## src/rtl/prince_pkg.sv

```systemverilog
// rtl/prince_pkg.sv - shared PRINCE S-box tables, lookup function and layer FSM states
//
// Purpose: constants and helpers shared by the PRINCE S-box layer files.
//   SBOX / SBOX_INV     forward and inverse 4-bit S-box, indexed by input nibble
//   prince_sbox()       nibble lookup, dec=0 forward, dec=1 inverse
//   sbox_layer_state_t  IDLE / BUSY / DONE states of the sequential layer

package prince_pkg;

  typedef enum logic [1:0] {
    IDLE = 2'd0,
    BUSY = 2'd1,
    DONE = 2'd2
  } sbox_layer_state_t;

  localparam logic [3:0] SBOX [16] = '{
    4'hB, 4'hF, 4'h3, 4'h2, 4'hA, 4'hC, 4'h9, 4'h1,
    4'h6, 4'h7, 4'h8, 4'h0, 4'hE, 4'h5, 4'hD, 4'h4
  };

  localparam logic [3:0] SBOX_INV [16] = '{
    4'hB, 4'h7, 4'h3, 4'h2, 4'hF, 4'hD, 4'h8, 4'h9,
    4'hA, 4'h6, 4'h4, 4'h0, 4'h5, 4'hE, 4'hC, 4'h1
  };

  function automatic logic [3:0] prince_sbox(input logic [3:0] nib, input logic dec);
    prince_sbox = dec ? SBOX_INV[nib] : SBOX[nib];
  endfunction

endpackage

```

## src/rtl/prince_sbox_lane.sv

```systemverilog
// rtl/prince_sbox_lane.sv - one combinational PRINCE S-box lane
//
// Purpose: substitutes a single nibble.
// Ports:
//   a  in   4  input nibble
//   d  in   1  0 = forward S-box, 1 = inverse S-box
//   y  out  4  substituted nibble

module prince_sbox_lane
  import prince_pkg::*;
(
  input  logic [3:0] a,
  input  logic       d,
  output logic [3:0] y
);

  assign y = prince_sbox(a, d);

endmodule

```

## src/rtl/prince_sbox_layer.sv

```systemverilog
// rtl/prince_sbox_layer.sv - sequential PRINCE S-box layer, LANES nibbles per cycle
//
// Purpose: applies the forward or inverse S-box to every nibble of a
//   4*NIBBLES-bit state over NIBBLES/LANES cycles, using LANES lanes.
// Parameters:
//   NIBBLES  nibbles in the state
//   LANES    S-box lanes per cycle; LANES >= 1 and must divide NIBBLES
// Ports:
//   clk        in   1          rising-edge clock
//   rst        in   1          asynchronous active-high reset
//   in_valid   in   1          operand valid
//   in_ready   out  1          operand accepted this cycle
//   in_dec     in   1          0 = forward, 1 = inverse; sampled with the operand
//   in_data    in   [0:4N-1]   state, nibble i = bits [4i:4i+3], nibble 0 is MSB
//   out_valid  out  1          result valid
//   out_ready  in   1          downstream accepts the result
//   out_data   out  [0:4N-1]   substituted state, same nibble order

module prince_sbox_layer #(
  parameter int NIBBLES = 16,
  parameter int LANES   = 4
) (
  input  logic                   clk,
  input  logic                   rst,
  input  logic                   in_valid,
  output logic                   in_ready,
  input  logic                   in_dec,
  input  logic [0:4*NIBBLES-1]   in_data,
  output logic                   out_valid,
  input  logic                   out_ready,
  output logic [0:4*NIBBLES-1]   out_data
);

  import prince_pkg::*;

  localparam int W       = 4 * NIBBLES;
  localparam int LANES_S = (LANES < 1) ? 1 : LANES;
  localparam int GROUPS  = NIBBLES / LANES_S;
  localparam int CW      = (GROUPS > 1) ? $clog2(GROUPS) : 1;
  localparam logic [CW-1:0] LAST = CW'(GROUPS - 1);

  if (LANES < 1 || (NIBBLES % LANES_S) != 0) begin : g_bad_params
    $error("prince_sbox_layer: LANES must be >= 1 and divide NIBBLES");
  end

  sbox_layer_state_t state_q;
  logic [0:W-1]      st_q;
  logic [0:W-1]      st_rot;
  logic              mode_q;
  logic [CW-1:0]     cnt_q;
  logic [3:0]        lane_y [LANES_S];

  // Lanes always work on the head of the register; rotation brings the
  // next group of nibbles to the head each cycle.
  for (genvar l = 0; l < LANES_S; l++) begin : g_lane
    prince_sbox_lane u_lane (
      .a (st_q[4*l +: 4]),
      .d (mode_q),
      .y (lane_y[l])
    );
  end

  // Rotate left by one group; the freshly substituted head lands at the tail,
  // so after GROUPS cycles every nibble is substituted and back in place.
  for (genvar i = 0; i < NIBBLES; i++) begin : g_rot
    if (i < NIBBLES - LANES_S) begin : g_shift
      assign st_rot[4*i +: 4] = st_q[4*(i+LANES_S) +: 4];
    end else begin : g_tail
      assign st_rot[4*i +: 4] = lane_y[i-(NIBBLES-LANES_S)];
    end
  end

  assign in_ready = (state_q == IDLE) | ((state_q == DONE) & out_ready);
  assign out_data = st_q;

  always_ff @(posedge clk or posedge rst) begin
    if (rst) begin
      state_q   <= IDLE;
      st_q      <= '0;
      mode_q    <= 1'b0;
      cnt_q     <= '0;
      out_valid <= 1'b0;
    end else begin
      case (state_q)
        IDLE: begin
          if (in_valid) begin
            st_q    <= in_data;
            mode_q  <= in_dec;
            cnt_q   <= '0;
            state_q <= BUSY;
          end
        end
        BUSY: begin
          st_q  <= st_rot;
          cnt_q <= cnt_q + 1'b1;
          if (cnt_q == LAST) begin
            state_q   <= DONE;
            out_valid <= 1'b1;
          end
        end
        DONE: begin
          if (out_ready) begin
            out_valid <= 1'b0;
            if (in_valid) begin
              st_q    <= in_data;
              mode_q  <= in_dec;
              cnt_q   <= '0;
              state_q <= BUSY;
            end else begin
              state_q <= IDLE;
            end
          end
        end
        default: begin
          state_q   <= IDLE;
          out_valid <= 1'b0;
        end
      endcase
    end
  end

endmodule

```

## config.mk

```make
export PLATFORM = sky130hd
export DESIGN_NAME = prince_sbox_layer
export DESIGN_NICKNAME = d
export VERILOG_FILES = /design/src/rtl/prince_pkg.sv /design/src/rtl/prince_sbox_lane.sv /design/src/rtl/prince_sbox_layer.sv
export SDC_FILE = /design/constraint.sdc
export NUM_CORES = 1
export LEC_CHECK = 0
export ABC_CLOCK_PERIOD_IN_PS = 3250
export BUFFER_PORTS_ARGS = -buffer_cell sky130_fd_sc_hd__buf_4
export CORE_AREA = 3 3 96 98
export CTS_BUF_LIST = sky130_fd_sc_hd__clkbuf_8
export CTS_CLUSTER_SIZE = 24
export DETAILED_ROUTE_END_ITERATION = 10
export DIE_AREA = 0 0 99 101
export PLACE_DENSITY_LB_ADDON = 0.3
export SYNTH_ARGS = -nofsm -noshare
export SYNTH_HDL_FRONTEND = slang
export SYNTH_SLANG_ARGS = --single-unit
```

## constraint.sdc

```tcl
create_clock -name clk -period 3.25 [get_ports clk]
set_input_delay 0.65 -clock clk [delete_from_list [all_inputs] [get_ports clk]]
set_output_delay 0.65 -clock clk [all_outputs]
set_load 0.01 [all_outputs]
```

== Word-level counts from Yosys, hierarchy flattened ==
Memories as Yosys holds them, arrays and structs flattened.
Cells that the tools add are included.

* $add $sub $neg: 1
* Order comparisons: 4
* Bitwise gates (word level): 7
* Multiplexer cells: 37
* Reduce and logical (&&, ||, !) cells: 7
* Equal/unequal tests: 6

{| class="wikitable"
|+ Operators by type and width
! operator !! number
|-
| 64-bit one-hot mux with 3 select lines || 1
|-
| 64-bit two-way mux || 2
|-
| 4-bit two-way mux || 20
|-
| 5-bit greater-or-equal comparator (second input constant) || 4
|-
| 4-bit inverter with 5-bit output || 4
|-
| 2-bit one-hot mux with 3 select lines || 2
|-
| 2-bit two-way mux || 5
|-
| 2-bit inequality test (second input constant) || 3
|-
| 3-bit AND reduction || 2
|-
| 1-bit two-way mux || 5
|-
| 2-bit == test (second input constant) || 2
|-
| 2-bit AND reduction || 2
|-
| 1-bit one-hot mux with 3 select lines || 1
|-
| 3-bit nonzero test || 1
|-
| 2-bit by 1-bit adder with 2-bit output (second input constant) || 1
|-
| 2-bit by 1-bit == test with 1-bit output (second input constant) || 1
|-
| 2-bit zero test || 1
|-
| 1-bit one-hot mux with 2 select lines || 1
|-
| 2-bit nonzero test || 1
|-
| 1-bit bitwise AND || 1
|-
| 1-bit inverter || 1
|-
| 1-bit OR || 1
|}

* Logic and storage cells: 75
* Memories: 8
* Flip-flop bits (word level): 70
* Output and inout bits: 66
* Input bits: 69
* Memory bits (read-only): 512

{| class="wikitable"
|+ Memories
! memory !! depth !! bits a word !! read ports !! clocked after memory_dff !! write ports !! line !! source
|-
| (no name shown) || 16 || 4 || 1 || 0 || 0 || prince_pkg.sv:27 || <nowiki>prince_sbox = dec ? SBOX_INV[nib] : SBOX[nib];</nowiki>
|-
| (no name shown) || 16 || 4 || 1 || 0 || 0 || prince_pkg.sv:27 ||
|-
| (no name shown) || 16 || 4 || 1 || 0 || 0 || prince_pkg.sv:27 ||
|-
| (no name shown) || 16 || 4 || 1 || 0 || 0 || prince_pkg.sv:27 ||
|-
| (no name shown) || 16 || 4 || 1 || 0 || 0 || prince_pkg.sv:27 ||
|-
| (no name shown) || 16 || 4 || 1 || 0 || 0 || prince_pkg.sv:27 ||
|-
| 2 more memories || -- || -- || -- || -- || -- || -- ||
|}

== Depth between registers and ports, before layout ==
* Word-level depth: 6
* Depth in mapped cells: 7
* Gate-level depth less buffers: 6

== Hierarchy ==
Synthesis repeated with hierarchy kept, for this count alone.

* Cell total of the unflattened synthesis: 451
* Area, all modules: 4,769.6 um2

{| class="wikitable"
|+ Modules (own cells, without submodules)
! module !! seq. area each (um2) !! area an instance (um2) !! cells an instance !! instances
|-
| prince_sbox_layer || 1,751.7 || 3,636.0 || 295 || 1
|-
| prince_sbox_lane (g_lane[0].u_lane ...) || 0.0 || 276.5 || 39 || 3
|-
| prince_sbox_lane (g_lane[1].u_lane) || 0.0 || 304.0 || 39 || 1
|}

== Least setup slack after synthesis ==
OpenSTA, ideal clock, no wires.

* Path kind: register to register
* From: reg st_q, in the netlist out_data[2]
* To: reg st_q, in the netlist out_data[49]
* Clock period less this slack: 1.739 ns
* Data arrival time: 1.613 ns
* Stages on the path, launching flop included: 7
* Buffers on the path: 0
* Setup time: 0.126 ns
* Setup slack: 1.511 ns
* Cells stage by stage: dfrtp_1 inv_1 ha_1 mux2_2 a31oi_1 nor3_1 a221o_1

* Cells in the longest elaborated chain, start to end: 6

{| class="wikitable"
|+ RTL lines
! element !! line !! source
|-
| from (decl) || prince_sbox_layer.sv:47 || <nowiki>logic [0:W-1] st_q;</nowiki>
|-
| from (signal assigned) || prince_sbox_layer.sv:87 || <nowiki>st_q <= in_data;</nowiki>
|-
| from (signal assigned) || prince_sbox_layer.sv:94 || <nowiki>st_q <= st_rot;</nowiki>
|-
| from (signal assigned) || prince_sbox_layer.sv:105 || <nowiki>st_q <= in_data;</nowiki>
|-
| 4-bit inverter with 5-bit output (implied by the code) (*) || prince_pkg.sv:27 ||
|-
| memory 16 x 4 bit || -- ||
|-
| 4-bit two-way mux (implied by the code) (2 in series) || prince_pkg.sv:27 ||
|-
| 4-bit two-way mux (*) || prince_pkg.sv:27 ||
|-
| 64-bit one-hot mux with 3 select lines (*) || prince_sbox_layer.sv:84 || <nowiki>case (state_q)</nowiki>
|}

Every way passes the cells marked *; elsewhere a longest branch is shown, timed or not. The select of a mux whose other input is x is not followed.
A chain may end at the register's enable or synchronous reset.

== Worst setup path in the final report ==
* From: reg state_q[0]
* To: reg st_q, in the netlist out_data[30]

* Cells in the longest elaborated chain, start to end: 3

{| class="wikitable"
|+ RTL lines
! element !! line !! source
|-
| from (decl) || prince_sbox_layer.sv:46 || <nowiki>sbox_layer_state_t state_q;</nowiki>
|-
| from (signal assigned) || prince_sbox_layer.sv:78 || <nowiki>state_q <= IDLE;</nowiki>
|-
| from (signal assigned) || prince_sbox_layer.sv:90 || <nowiki>state_q <= BUSY;</nowiki>
|-
| from (signal assigned) || prince_sbox_layer.sv:97 || <nowiki>state_q <= DONE;</nowiki>
|-
| 2-bit == test, or another cell as far along || prince_sbox_layer.sv:84 ||
|-
| 2-bit inequality test (no line) / 3-bit nonzero test (equally long branches) || -- ||
|-
| 2-bit AND reduction (no line) || -- ||
|}

Several ways; a longest one is shown, not always the timed one.

==> results_dict.tcl <==
set metrics [dict create \
    synth_nets 573 \
    crit_path_frequent_cell "nor2_1" \
    insertion_delay_ps 350 \
    hpwl_um 8600 \
    tritoncts "done" \
    num_rows 34 \
    tightestPinTransition_ps 1050 \
    crit_required_ps 3520 \
    cts_root_buf "clkbuf_8" \
    grt_max_degree 71 \
    core_region_area_um2 8550 \
    cp_top_family "flip-flops" \
    irDropWorstVdd_v 0.000505 \
    cts_inserted_buffers 9 \
    vias 4047 \
    grt_pass1_vias 3822 \
    initial_core_util 0.486 \
    grt_pass1_wl_um 19300 \
    gp_congestion 0.898 \
    p_total_uw 6110 \
    nets 681 \
    cellPowerDensity_nw_per_um2 1140 \
    cts_setup_buffers 0 \
    grt_use_total 0.240 \
    drc 0 \
    num_antenna_cells 0 \
    ys.flop_type "dfrtp_1" \
    cts.sinks 70 \
    tns_ps 0 \
    fmax_mhz 474 \
    synth_cell_types 47 \
    drt-initial-drc-count 284 \
    max_stage_delay_ps 740 \
    slowest_stage "dfrtp_1" \
    max_slew_margin 0.299 \
    syn_area_per_cell_um2 8.63 \
    seq_area_frac_synth 0.422 \
    synth_area_um2 4150 \
    drtPass1Iterations 5 \
    instances_no_fill 702 \
    worstPathArrival_ps 2380 \
    slew_violations 0 \
    finalClockSkew_ps 10.8 \
    hp-class "input pin to asynchronous set/reset pin" \
    crit_type "flop to flop" \
    clk_pin_slew_ps 80 \
    path_max_fanout 35 \
    yosys_warnings 0 \
    ctsHoldBuffers 0 \
    die_h_um 101 \
    wl_per_cell_um 17.3 \
    syn_to_final_growth_pct 29.2 \
    path_cells "nor2_1 > a21oi_4 > buf_12 > o22ai_1 > nor2_1" \
    setup-violations-final 0 \
    clock_path_buffers 2 \
    routed_wl_um 12200 \
    gr-total-overflow 0 \
    ios 135 \
    ys_async_sr_fraction 1.00 \
    rsz0062_at_grt "false" \
    cap_violations 0 \
    die_w_um 99 \
    path_buf_inv 1 \
    worstSetupEndpointType "flop" \
    fin_area_um2 5370 \
    synth_edf_count 0 \
    via_per_inst 5.76 \
    ctsResizeCount 0 \
    antenna_found_initial 0 \
    ys_ff_latch 70 \
    drive_above_1_share 0.273 \
    start_kind "flop" \
    min_period_over_period 0.650 \
    place_area_um2 5120 \
    place_inst 686 \
    syn_inst 481 \
    htreeDepth 3 \
    finalHoldViolations 0 \
    leakage_uw 0.00253 \
    period_minus_slack_ps 2110 \
    port_buffers 134 \
    status "completed" \
    ant_nets 0 \
    die_area_um2 10000 \
]
==> metrics by stage <==
stage / setup WS, ps / hold slack, ps / utilization
floorplan: 832 / 454 / -
global placement: 1210 / 479 / 0.599
detailed placement: 1170 / 496 / 0.599
CTS: 1170 / 397 / 0.627
global route: 969 / 410 / 0.627
finish: 1140 / 387 / 0.627
==> registers in the layout (all words and copies together), names as in the netlist <==
register / count
out_valid: 1
state_q: 2
out_data: 64
mode_q: 1
cnt_q: 2
==> worst reg2reg max path, delay by kind of cell (launching register included) <==
family | cells | cell delay (ps)
compound gates | 2 | 700
flops | 1 | 740
simple gates | 2 | 310
buf+inv | 1 | 280
==> kinds of logic (layout without fill, tap and decap cells) <==
group	after synthesis	in the layout	synth area share
muxes	13	13	0.0322
adders and majority gates	23	23	0.0693
AOI/OAI and AO/OA	146	146	0.229
buffers and inverters	57	170	0.0708
and+or+nand+nor	172	172	0.177
DFF	70	70	0.422
==> routing by layer <==
layer | track usage | up-vias | wire length [um] | part of all wire
li1 | - | 1916 | - | -
met1 | 0.351 | 1935 | 5520 | 0.45
met2 | 0.355 | 180 | 5500 | 0.45
met3 | 0.0540 | 16 | 1030 | 0.084
met4 | 0.0746 | 0 | 125 | 0.010
met5 | 0 | - | 0 | 0
==> path summary, 6_finish.rpt <==
kind	slack, ps	to	start	cells past startpoint
min	390	out_data[46]$_DFFE_PP0P_	rst	3
max in group asynchronous	2560	out_data[57]$_DFFE_PP0P_	rst	3
min in group clk	510	cnt_q[0]$_DFFE_PP0P_	cnt_q[0]$_DFFE_PP0P_	1
max reg2reg	1140	out_data[30]$_DFFE_PP0P_	state_q[0]$_DFFE_PP0P_	5
min reg2reg	510	cnt_q[0]$_DFFE_PP0P_	cnt_q[0]$_DFFE_PP0P_	1
max	1140	out_data[30]$_DFFE_PP0P_	state_q[0]$_DFFE_PP0P_	5
==> area by class of cell <==
class                           count  area (um2)
Timing Repair Buffer              138        1060
Clock buffer                       12         165
Fill cell                         758        3190
Inverter                           16        60.1
Multi-Input combinational cell    354        2120
Sequential cell                    70        1750
Clock inverter                      4        76.3
Tap cell                          108         135
==> cells in the mapped netlist (2+ instances only) <==
cell type	n	area [um2]
nor2_1	112	420
buf_4	10	75.1
a21boi_0	2	15.0
a211oi_1	3	22.5
mux2i_1	10	100
o21ai_0	7	35.0
inv_1	15	56.3
nand3_1	4	20.0
nor2b_1	4	25.0
a221o_1	2	20.0
mux2_1	2	22.5
nand2b_1	12	75.1
o221ai_1	6	52.6
buf_2	16	80.1
nand3b_1	3	22.5
o21ai_1	6	30.0
o31ai_1	3	22.5
a22o_1	5	43.8
a31oi_1	6	37.5
ha_1	23	288
clkbuf_1	12	45.0
dfrtp_1	70	1750
o2111a_1	2	22.5
o32a_1	2	20.0
a22oi_1	4	30.0
a21oi_1	35	175
a21o_1	4	30.0
nor3_1	7	35.0
nand2_1	24	90.1
a31o_1	2	17.5
o22ai_1	50	313
buf_6	3	33.8
==> placed cells by master (no fill, tap or decap), types with 7 or more instances in the layout <==
cell,netlist,final
nand2_1,24,24
nor2_1,112,112
nand2b_1,12,11
clkbuf_8,0,12
mux2i_1,10,10
nor3_1,7,7
inv_1,15,14
a21oi_1,35,35
ha_1,23,23
o21ai_0,7,7
dfrtp_1,70,70
o22ai_1,50,50
buf_4,10,136
==> power by group <==
| part | internal (uW) | switching (uW) | total [uW] |
|---|---|---|---|
| sequential | 1310 | 757 | 2070 |
| clock | 498 | 342 | 840 |
| combinational | 1560 | 1640 | 3200 |
| total | 3370 | 2740 | 6110 |
Note: power is estimated with default switching activity, not from simulation.
